<file path="config.mk">
export PLATFORM = sky130hd
export DESIGN_NAME = fft_input_packer
export DESIGN_NICKNAME = d
export VERILOG_FILES = /design/src/rtl/fft_input_packer.sv
export SDC_FILE = /design/constraint.sdc
export NUM_CORES = 1
export LEC_CHECK = 0
export ABC_AREA = 1
export CAP_MARGIN = 20
export CORE_MARGIN = 1.5
export CORE_UTILIZATION = 58
export CTS_CLUSTER_DIAMETER = 30
export DETAILED_ROUTE_END_ITERATION = 6
export GPL_TIMING_DRIVEN = 0
export MAX_ROUTING_LAYER = met4
export PLACE_DENSITY = 0.83
export SLEW_MARGIN = 20
export SYNTH_ARGS = -nofsm -noshare
export SYNTH_HDL_FRONTEND = slang
export SYNTH_SLANG_ARGS = --single-unit
export TNS_END_PERCENT = 100
</file>
<file path="constraint.sdc">
create_clock -name clk -period 68.8 [get_ports clk]
set_input_delay 10.32 -clock clk [delete_from_list [all_inputs] [get_ports clk]]
set_output_delay 10.32 -clock clk [all_outputs]
set_load 0.005 [all_outputs]
</file>
<file path="src/rtl/fft_input_packer.sv">
// Serial-to-parallel packer feeding the 512-point FFT first stage: gathers 16 complex
// samples per vector, tracks vector position in the frame and re-aligns on start-of-frame.
module fft_input_packer #(
    parameter int DATA_W  = 11,
    parameter int LANES   = 16,
    parameter int N_POINT = 512
) (
    input  logic                     clk,
    input  logic                     rst,
    input  logic                     in_valid,
    input  logic                     in_sof,
    input  logic signed [DATA_W-1:0] in_i,
    input  logic signed [DATA_W-1:0] in_q,
    output logic                     out_valid,
    output logic signed [DATA_W-1:0] out_i [0:LANES-1],
    output logic signed [DATA_W-1:0] out_q [0:LANES-1],
    output logic                     out_sof,
    output logic                     out_eof,
    output logic                     align_err
);

    localparam int VEC_PER_FRAME = N_POINT / LANES;
    localparam int LANE_W        = (LANES > 1) ? $clog2(LANES) : 1;
    localparam int VEC_W         = (VEC_PER_FRAME > 1) ? $clog2(VEC_PER_FRAME) : 1;
    localparam logic [LANE_W-1:0] LANE_LAST = LANE_W'(LANES - 1);
    localparam logic [VEC_W-1:0]  VEC_LAST  = VEC_W'(VEC_PER_FRAME - 1);

    logic [LANE_W-1:0]        lane_cnt_r;
    logic [VEC_W-1:0]         vec_cnt_r;
    // The last lane is never buffered: it is taken straight from the input at emit time.
    logic signed [DATA_W-1:0] buf_i_r [0:LANES-2];
    logic signed [DATA_W-1:0] buf_q_r [0:LANES-2];

    logic                     sof_s;
    logic                     emit_s;
    logic                     err_s;
    logic [LANE_W-1:0]        wr_lane_s;
    logic [LANE_W-1:0]        lane_cnt_s;
    logic [VEC_W-1:0]         vec_cnt_s;
    logic signed [DATA_W-1:0] buf_i_s [0:LANES-2];
    logic signed [DATA_W-1:0] buf_q_s [0:LANES-2];
    logic signed [DATA_W-1:0] vec_i_s [0:LANES-1];
    logic signed [DATA_W-1:0] vec_q_s [0:LANES-1];

    // Counter next-state and event decode; start-of-frame overrides a pending emit.
    always_comb begin
        sof_s      = in_valid & in_sof;
        emit_s     = in_valid & ~in_sof & (lane_cnt_r == LANE_LAST);
        err_s      = sof_s & ((lane_cnt_r != {LANE_W{1'b0}}) | (vec_cnt_r != {VEC_W{1'b0}}));
        lane_cnt_s = lane_cnt_r;
        vec_cnt_s  = vec_cnt_r;
        if (sof_s) begin
            lane_cnt_s = LANE_W'(1);
            vec_cnt_s  = {VEC_W{1'b0}};
        end else if (emit_s) begin
            lane_cnt_s = {LANE_W{1'b0}};
            if (vec_cnt_r == VEC_LAST) begin
                vec_cnt_s = {VEC_W{1'b0}};
            end else begin
                vec_cnt_s = vec_cnt_r + VEC_W'(1);
            end
        end else if (in_valid) begin
            lane_cnt_s = lane_cnt_r + LANE_W'(1);
        end else begin
            lane_cnt_s = lane_cnt_r;
        end
    end

    // Lane buffer write and the assembled output vector.
    always_comb begin
        wr_lane_s = in_sof ? {LANE_W{1'b0}} : lane_cnt_r;
        for (int k = 0; k < LANES - 1; k++) begin
            buf_i_s[k] = buf_i_r[k];
            buf_q_s[k] = buf_q_r[k];
            if (in_valid && (wr_lane_s == LANE_W'(k))) begin
                buf_i_s[k] = in_i;
                buf_q_s[k] = in_q;
            end else begin
                buf_i_s[k] = buf_i_r[k];
                buf_q_s[k] = buf_q_r[k];
            end
        end
        for (int k = 0; k < LANES; k++) begin
            vec_i_s[k] = out_i[k];
            vec_q_s[k] = out_q[k];
        end
        if (emit_s) begin
            for (int k = 0; k < LANES - 1; k++) begin
                vec_i_s[k] = buf_i_r[k];
                vec_q_s[k] = buf_q_r[k];
            end
            vec_i_s[LANES-1] = in_i;
            vec_q_s[LANES-1] = in_q;
        end else begin
            for (int k = 0; k < LANES; k++) begin
                vec_i_s[k] = out_i[k];
                vec_q_s[k] = out_q[k];
            end
        end
    end

    // Position counters and lane buffer.
    always_ff @(posedge clk or posedge rst) begin
        if (rst) begin
            lane_cnt_r <= {LANE_W{1'b0}};
            vec_cnt_r  <= {VEC_W{1'b0}};
            for (int k = 0; k < LANES - 1; k++) begin
                buf_i_r[k] <= {DATA_W{1'b0}};
                buf_q_r[k] <= {DATA_W{1'b0}};
            end
        end else begin
            lane_cnt_r <= lane_cnt_s;
            vec_cnt_r  <= vec_cnt_s;
            for (int k = 0; k < LANES - 1; k++) begin
                buf_i_r[k] <= buf_i_s[k];
                buf_q_r[k] <= buf_q_s[k];
            end
        end
    end

    // Registered vector, strobe and frame flags.
    always_ff @(posedge clk or posedge rst) begin
        if (rst) begin
            out_valid <= 1'b0;
            out_sof   <= 1'b0;
            out_eof   <= 1'b0;
            align_err <= 1'b0;
            for (int k = 0; k < LANES; k++) begin
                out_i[k] <= {DATA_W{1'b0}};
                out_q[k] <= {DATA_W{1'b0}};
            end
        end else begin
            out_valid <= emit_s;
            out_sof   <= emit_s & (vec_cnt_r == {VEC_W{1'b0}});
            out_eof   <= emit_s & (vec_cnt_r == VEC_LAST);
            align_err <= err_s;
            for (int k = 0; k < LANES; k++) begin
                out_i[k] <= vec_i_s[k];
                out_q[k] <= vec_q_s[k];
            end
        end
    end

endmodule

</file>
==> run metrics, run 1 <==
share of post-route cells with drive strength above 1=0.09431; CTS tree=built; Max-Cap Viols=0; Setup-failing EPs final=0; Crit path max-delay family=simple AND/OR/NAND/NOR gates; drt first pass iters=6; vias in the first global route=23660; status=complete, no violations; Critical path buffers and inverters=4; Tot GR Track Use=0.3863; synthesized area per cell=9.281 um^2; die height=215.0 um; Final min period=12240 ps; largest net degree at the start of global routing=116; crit-path cells=clkdlybuf4s50_1 -> buf_2 -> inv_1 -> nor2_2 -> nand2_1 -> clkbuf_1 -> nand2_1 -> nand2_1; CP required=69340 ps; post-route ant nets=0; post-CTS setup buffer count=0; mapped cell area=0.02606 mm^2; YS warnings=0; worst-path fanout max=10; post-layout util=0.7909; P&R area growth vs syn=34.51%; wire per inst=21.16 um; Min-Delay Path Class=flip-flop to flip-flop; Seq cells post-synth=695; Routed WL=85070 um; PortBufs=381; Worst Max-Slew Pin Slew=842.5 ps; Final WS setup=56560 ps; post-synthesis mux area share=0; fin. max-slew vios=0; DRC viols=0; post-CTS sizing=0; Final Cycle Share=0.1780; initial drt markers=2508; Top Ports=382; slew margin rel.=0.4384; simple-gate area share of the yosys netlist=0.2521; Place WS=55920 ps; Starting Density=0.5880; main combinational cell family by area after synthesis=simple AND/OR/NAND/NOR gates; RePlAce Congestion=0.8857; worst reg2reg path depth=7; Worst IR Drop VDD=21.69 uV; grt total ovfl=0; startpoint class of the critical path=input pin; TritonCTS Sinks=695; Hold Violations, Final=0; Post-DP HPWL=54490 um; Clk Latency, worst-skew pair=660 ps; Peak Freq=0.08168 GHz; hold_buf cts=0; maximum clock path buffer count=3; Pleak=0.01813 uW; hold path depth=2; crit end category=flip-flop; XOR/XNOR share of the synthesized area=0; unrepaired setup endpoints after global routing=no; WS Path Type=input pin to flip-flop; Clock Pin Slew Worst Setup and Hold Paths=50 ps; area leader, netlist=dfrtp_1; Fillers=2575; Critical Path Stages=8; post-synthesis sequential area ratio=0.6674; total number of vias=22840; Arrival @ worst endpoint=12780 ps; FP Rows=77; Synth top area share=0.6674; total power per unit cell area=33.90 mW/mm^2; DIE AREA=0.04621 mm^2; Adder-Cell Fraction of Synth Area=0.002401; via density per instance=5.681; CP max stage delay=600 ps; most frequent CP cell=nand2_1; H-tree depth reported by CTS=3; Num CTS Buffers=121; Syn Inst Count=2808; top cells by area, synth=dfrtp_1 (67%), nand2_1 (22%), o21ai_0 (4.3%); CP max-delay cell=nor2_2; Die W=215.0 um; Mapped Nets=2839; area of the core=0.04432 mm^2; initial antenna violation count=4; Nets=3350; clock skew=18.67 ps; Cell variety after synth=21; Compound-Gate Fraction of Synth Area=0.04412; global-route wire length before repair=133300 um; clk root buf=clkbuf_16; setup TNS=0 ps
## area by class of cell
type	count	area, um^2	area share
tap	592	740.7	0.02113
timing repair buffer	388	4006	0.1143
clock buffer	154	3387	0.09663
buffer	159	735.7	0.02099
clock inverter	75	840.8	0.02399
sequential	695	17390	0.4962
inverter	40	157.7	0.004498
multi-input combinational	1914	7782	0.2220
antenna	4	10.01	0.0002856
## registers in the layout (all words and copies together) (netlist names)
name and flops:
buf_q_r 165, vec_cnt_r 5, out_eof 1, lane_cnt_r 4, align_err 1, out_i 176
out_q 176, buf_i_r 165, out_sof 1, out_valid 1
## worst paths after layout
path / startpoint / endpoint / slack (ps)
worst max register to register: lane_cnt_r[0] / buf_i_r[92] / 66430
max in group asynchronous: rst / out_q[86] / 56640
worst min-delay path: buf_q_r[50] / out_q[61] / 470
worst max-delay path: in_valid / buf_i_r[92] / 56560
min in group asynchronous: rst / out_i[69] / 10210
worst min register to register: buf_q_r[50] / out_q[61] / 470
## placed cells by master, fill, tap and decap left out, types with 4 or more instances in the layout
cell,instances
buf_16,7
buf_2,84
buf_4,7
bufinv_16,13
clkbuf_1,80
clkbuf_16,125
clkbuf_8,15
clkdlybuf4s50_1,381
clkinv_2,19
clkinv_4,14
clkinvlp_4,19
dfrtp_1,695
diode_2,4
ha_1,5
inv_1,37
inv_6,9
nand2_1,1513
nand3_1,98
nand4_1,47
nor2_1,16
o21ai_0,222
o21ai_1,4
## worst reg2reg max path, cell delays in order (launching register included)
cell,delay [ps]
dfrtp_1,460
inv_1,140
nand3_1,90
nor2_2,580
nand2_1,440
clkbuf_1,350
nand2_1,140
nand2_1,60
## metal layers
layer	wire length, um	GRT usage
met5	0	-
met4	4761	0.2147
met3	8147	0.08861
met2	40370	0.5909
met1	31780	0.4798
## power by group
part | leakage [uW] | internal [uW] | switching [uW]
clock network | 0.00203 | 398 | 214
logic | 0.00663 | 28.5 | 54.5
registers | 0.00948 | 460 | 33.4
total | 0.0181 | 886 | 302
## cell usage after synthesis
cell type,instances
o21ai_0,222
buf_2,84
inv_1,38
buf_1,1
clkbuf_1,66
o21ai_2,1
ha_1,5
nand3_1,98
nor3_4,1
a21oi_1,2
nand2_1,1513
nor2_2,3
buf_4,7
o21ai_1,4
dfrtp_1,695
nor3_1,1
inv_2,2
nand4_1,47
nor2_1,16
buf_6,1
nand2_2,1
## logic make-up after synthesis
| family | Yosys count |
|---|---|
| adders and majority gates | 5 |
| DFF | 695 |
| AOI/OAI and AO/OA | 229 |
| buffers and inverters | 199 |
| and+or+nand+nor | 1680 |
## per-stage QoR
step | cells | cell area, um^2 | hold slack [ps] | total power (uW)
after floorplan | 2808 | 26060 | 442.2 | 539.0
after global placement | 3781 | 30610 | 453.7 | 566.7
after detailed placement | 3788 | 30810 | 457.3 | 574.6
after CTS | 4017 | 35040 | 468.0 | 1186
after global routing | 4020 | 35050 | 486.9 | 1225
final | 4021 | 35050 | 465.8 | 1188
No activity file was read; power rests on OpenSTA's default activity.
==> run 2, diff against run 1 <==
Settings changed: CORE_UTILIZATION 58 to 54, PLACE_DENSITY 0.83 to 0.78.
Clock period 68.8 ns to 11.3 ns, I/O delays scaled along.
==> run 2 against run 1 <==
Effect of this change: sequential power rose to 6.1 times the previous value; critical path depth unchanged; die area rose by 7.3%; final cell count up 0.47%; register-to-register slack worse by 58000 ps; combinational power rose to 6.0 times the previous value; power grew to 6.0 times the previous value; sequential cell count is the same; clock power grew to 6.0 times the previous value; global-route usage fell by 3.4 points; critical endpoint is now buf_i_r[100]; largest power group unchanged.
==> run metrics, run 2 (same netlist as run 1, synthesis figures left out) <==
CP max-delay cell=nor2_2; Final Cycle Share=0.3233; crit-path cells=clkdlybuf4s50_1 -> buf_2 -> inv_1 -> nor2_2 -> nand2_1 -> clkbuf_1 -> nand2_1 -> nand2_1; most frequent CP cell=nand2_1; total power per unit cell area=203.5 mW/mm^2; commonest non-fill, non-tap cell in the layout=nand2_1; initial antenna violation count=2; Tot GR Track Use=0.3523; Setup-failing EPs final=0; clk root buf=clkbuf_16; Nets=3358; post-route ant nets=0; P&R area growth vs syn=35.05%; DIE AREA=0.04959 mm^2; fin. max-slew vios=0; Crit path max-delay family=simple AND/OR/NAND/NOR gates; total number of vias=22570; maximum clock path buffer count=3; Place WS=7110 ps; Peak Freq=0.2737 GHz; drt first pass iters=6; Pleak=0.01819 uW; Post-DP HPWL=55960 um; Regs by FF count=out_i: 176 flops, out_q: 176 flops; largest net degree at the start of global routing=39; Critical path buffers and inverters=4; post-CTS sizing=0; Min-Delay Path Class=flip-flop to flip-flop; Arrival @ worst endpoint=4180 ps; crit end category=flip-flop; CTS tree=built; setup TNS=0 ps; Max-Cap Viols=0; DRC viols=0; unrepaired setup endpoints after global routing=no; Final WS setup=7647 ps; TritonCTS Sinks=695; global-route wire length before repair=130100 um; initial drt markers=2369; H-tree depth reported by CTS=3; Routed WL=83280 um; via density per instance=5.587; WS Path Type=input pin to flip-flop; startpoint class of the critical path=input pin; Hold Violations, Final=0; status=complete, no violations; hold_buf cts=0; clock skew=15.89 ps; Clock Pin Slew Worst Setup and Hold Paths=50 ps; worst-path fanout max=10; Worst Max-Slew Pin Slew=812.1 ps; Worst IR Drop VDD=142.7 uV; slew margin rel.=0.4586; wire per inst=20.61 um; dpl cells=3826; RePlAce Congestion=0.9059; most frequent cells in the layout=nand2_1 (1513), dfrtp_1 (695), clkdlybuf4s50_1 (381); grt total ovfl=0; CP required=11830 ps; PortBufs=381; post-CTS setup buffer count=0; Starting Density=0.5470; number of standard cells in the final layout excluding fillers=4040; FP Rows=80; CP max stage delay=650 ps; Top Ports=382; Clk Latency, worst-skew pair=650 ps; Num CTS Buffers=114; die height=222.7 um; vias in the first global route=23150; share of post-route cells with drive strength above 1=0.09436; Final min period=3653 ps; Die W=222.7 um; area of the core=0.04765 mm^2
## run 2: cell count changes in the layout (fill, tap and decap cells not counted), moves of 2 or more
cell        change
clkbuf_1        -2
buf_12         +21
clkinv_4        -6
clkbuf_16       -9
clkinvlp_4      -3
diode_2         -2
buf_16          -6
clkbuf_8        -6
clkinv_2        -5
bufinv_16       +7
inv_6           +6
## run 2: tightest hold or removal path, stage by stage, from the launching register on
cell	delay, ps
dfrtp_1	340
nand2_1	50
nand2_1	40
## run 2: cell type report
type                            count  area, um^2
Buffer                            159       735.7
Timing Repair Buffer              403        4262
Tap cell                          615       769.5
Fill cell                        3150       12450
Clock buffer                      137        3072
Antenna cell                        2       5.005
Sequential cell                   695       17390
Clock inverter                     75        1023
Inverter                           40       153.9
Multi-Input combinational cell   1914        7782
## run 2: path summary, 6_finish.rpt
path / startpoint / end / slack, ps / depth (start not counted)
worst max-delay path: in_valid / buf_i_r[100] / 7650 / 8
worst min-delay path: out_q[165] / out_q[165] / 470 / 2
worst max register to register: lane_cnt_r[0] / buf_i_r[132] / 8920 / 7
worst min register to register: out_q[165] / out_q[165] / 470 / 2
max in group asynchronous: rst / out_q[95] / 7880 / 10
min in group asynchronous: rst / out_i[78] / 1350 / 2
## run 2: power by group
| part | switching, uW | internal, uW |
|---|---|---|
| Combinational | 319 | 182 |
| Clock | 1260 | 2410 |
| Sequential | 197 | 2800 |
## run 2: stage by stage
stage / util / hold slack (ps) / power [uW] / instance area (um^2)
2_1_floorplan: - / 442.2 / 3283 / 26060
3_3_place_gp: 0.6432 / 453.9 / 3449 / 30650
3_5_place_dp: 0.6526 / 457.8 / 3505 / 31090
4_1_cts: 0.7386 / 469.5 / 7168 / 35190
5_1_grt: 0.7387 / 480.6 / 7395 / 35200
6_report: 0.7387 / 465.6 / 7162 / 35200
## run 2: metal layers
metal | vias up | GRT usage | part of all wire
met5 | - | - | 0
li1 | 9892 | - | -
met2 | 1142 | 0.5438 | 0.47
met1 | 11230 | 0.4397 | 0.39
met3 | 307 | 0.07710 | 0.086
met4 | 0 | 0.1826 | 0.052
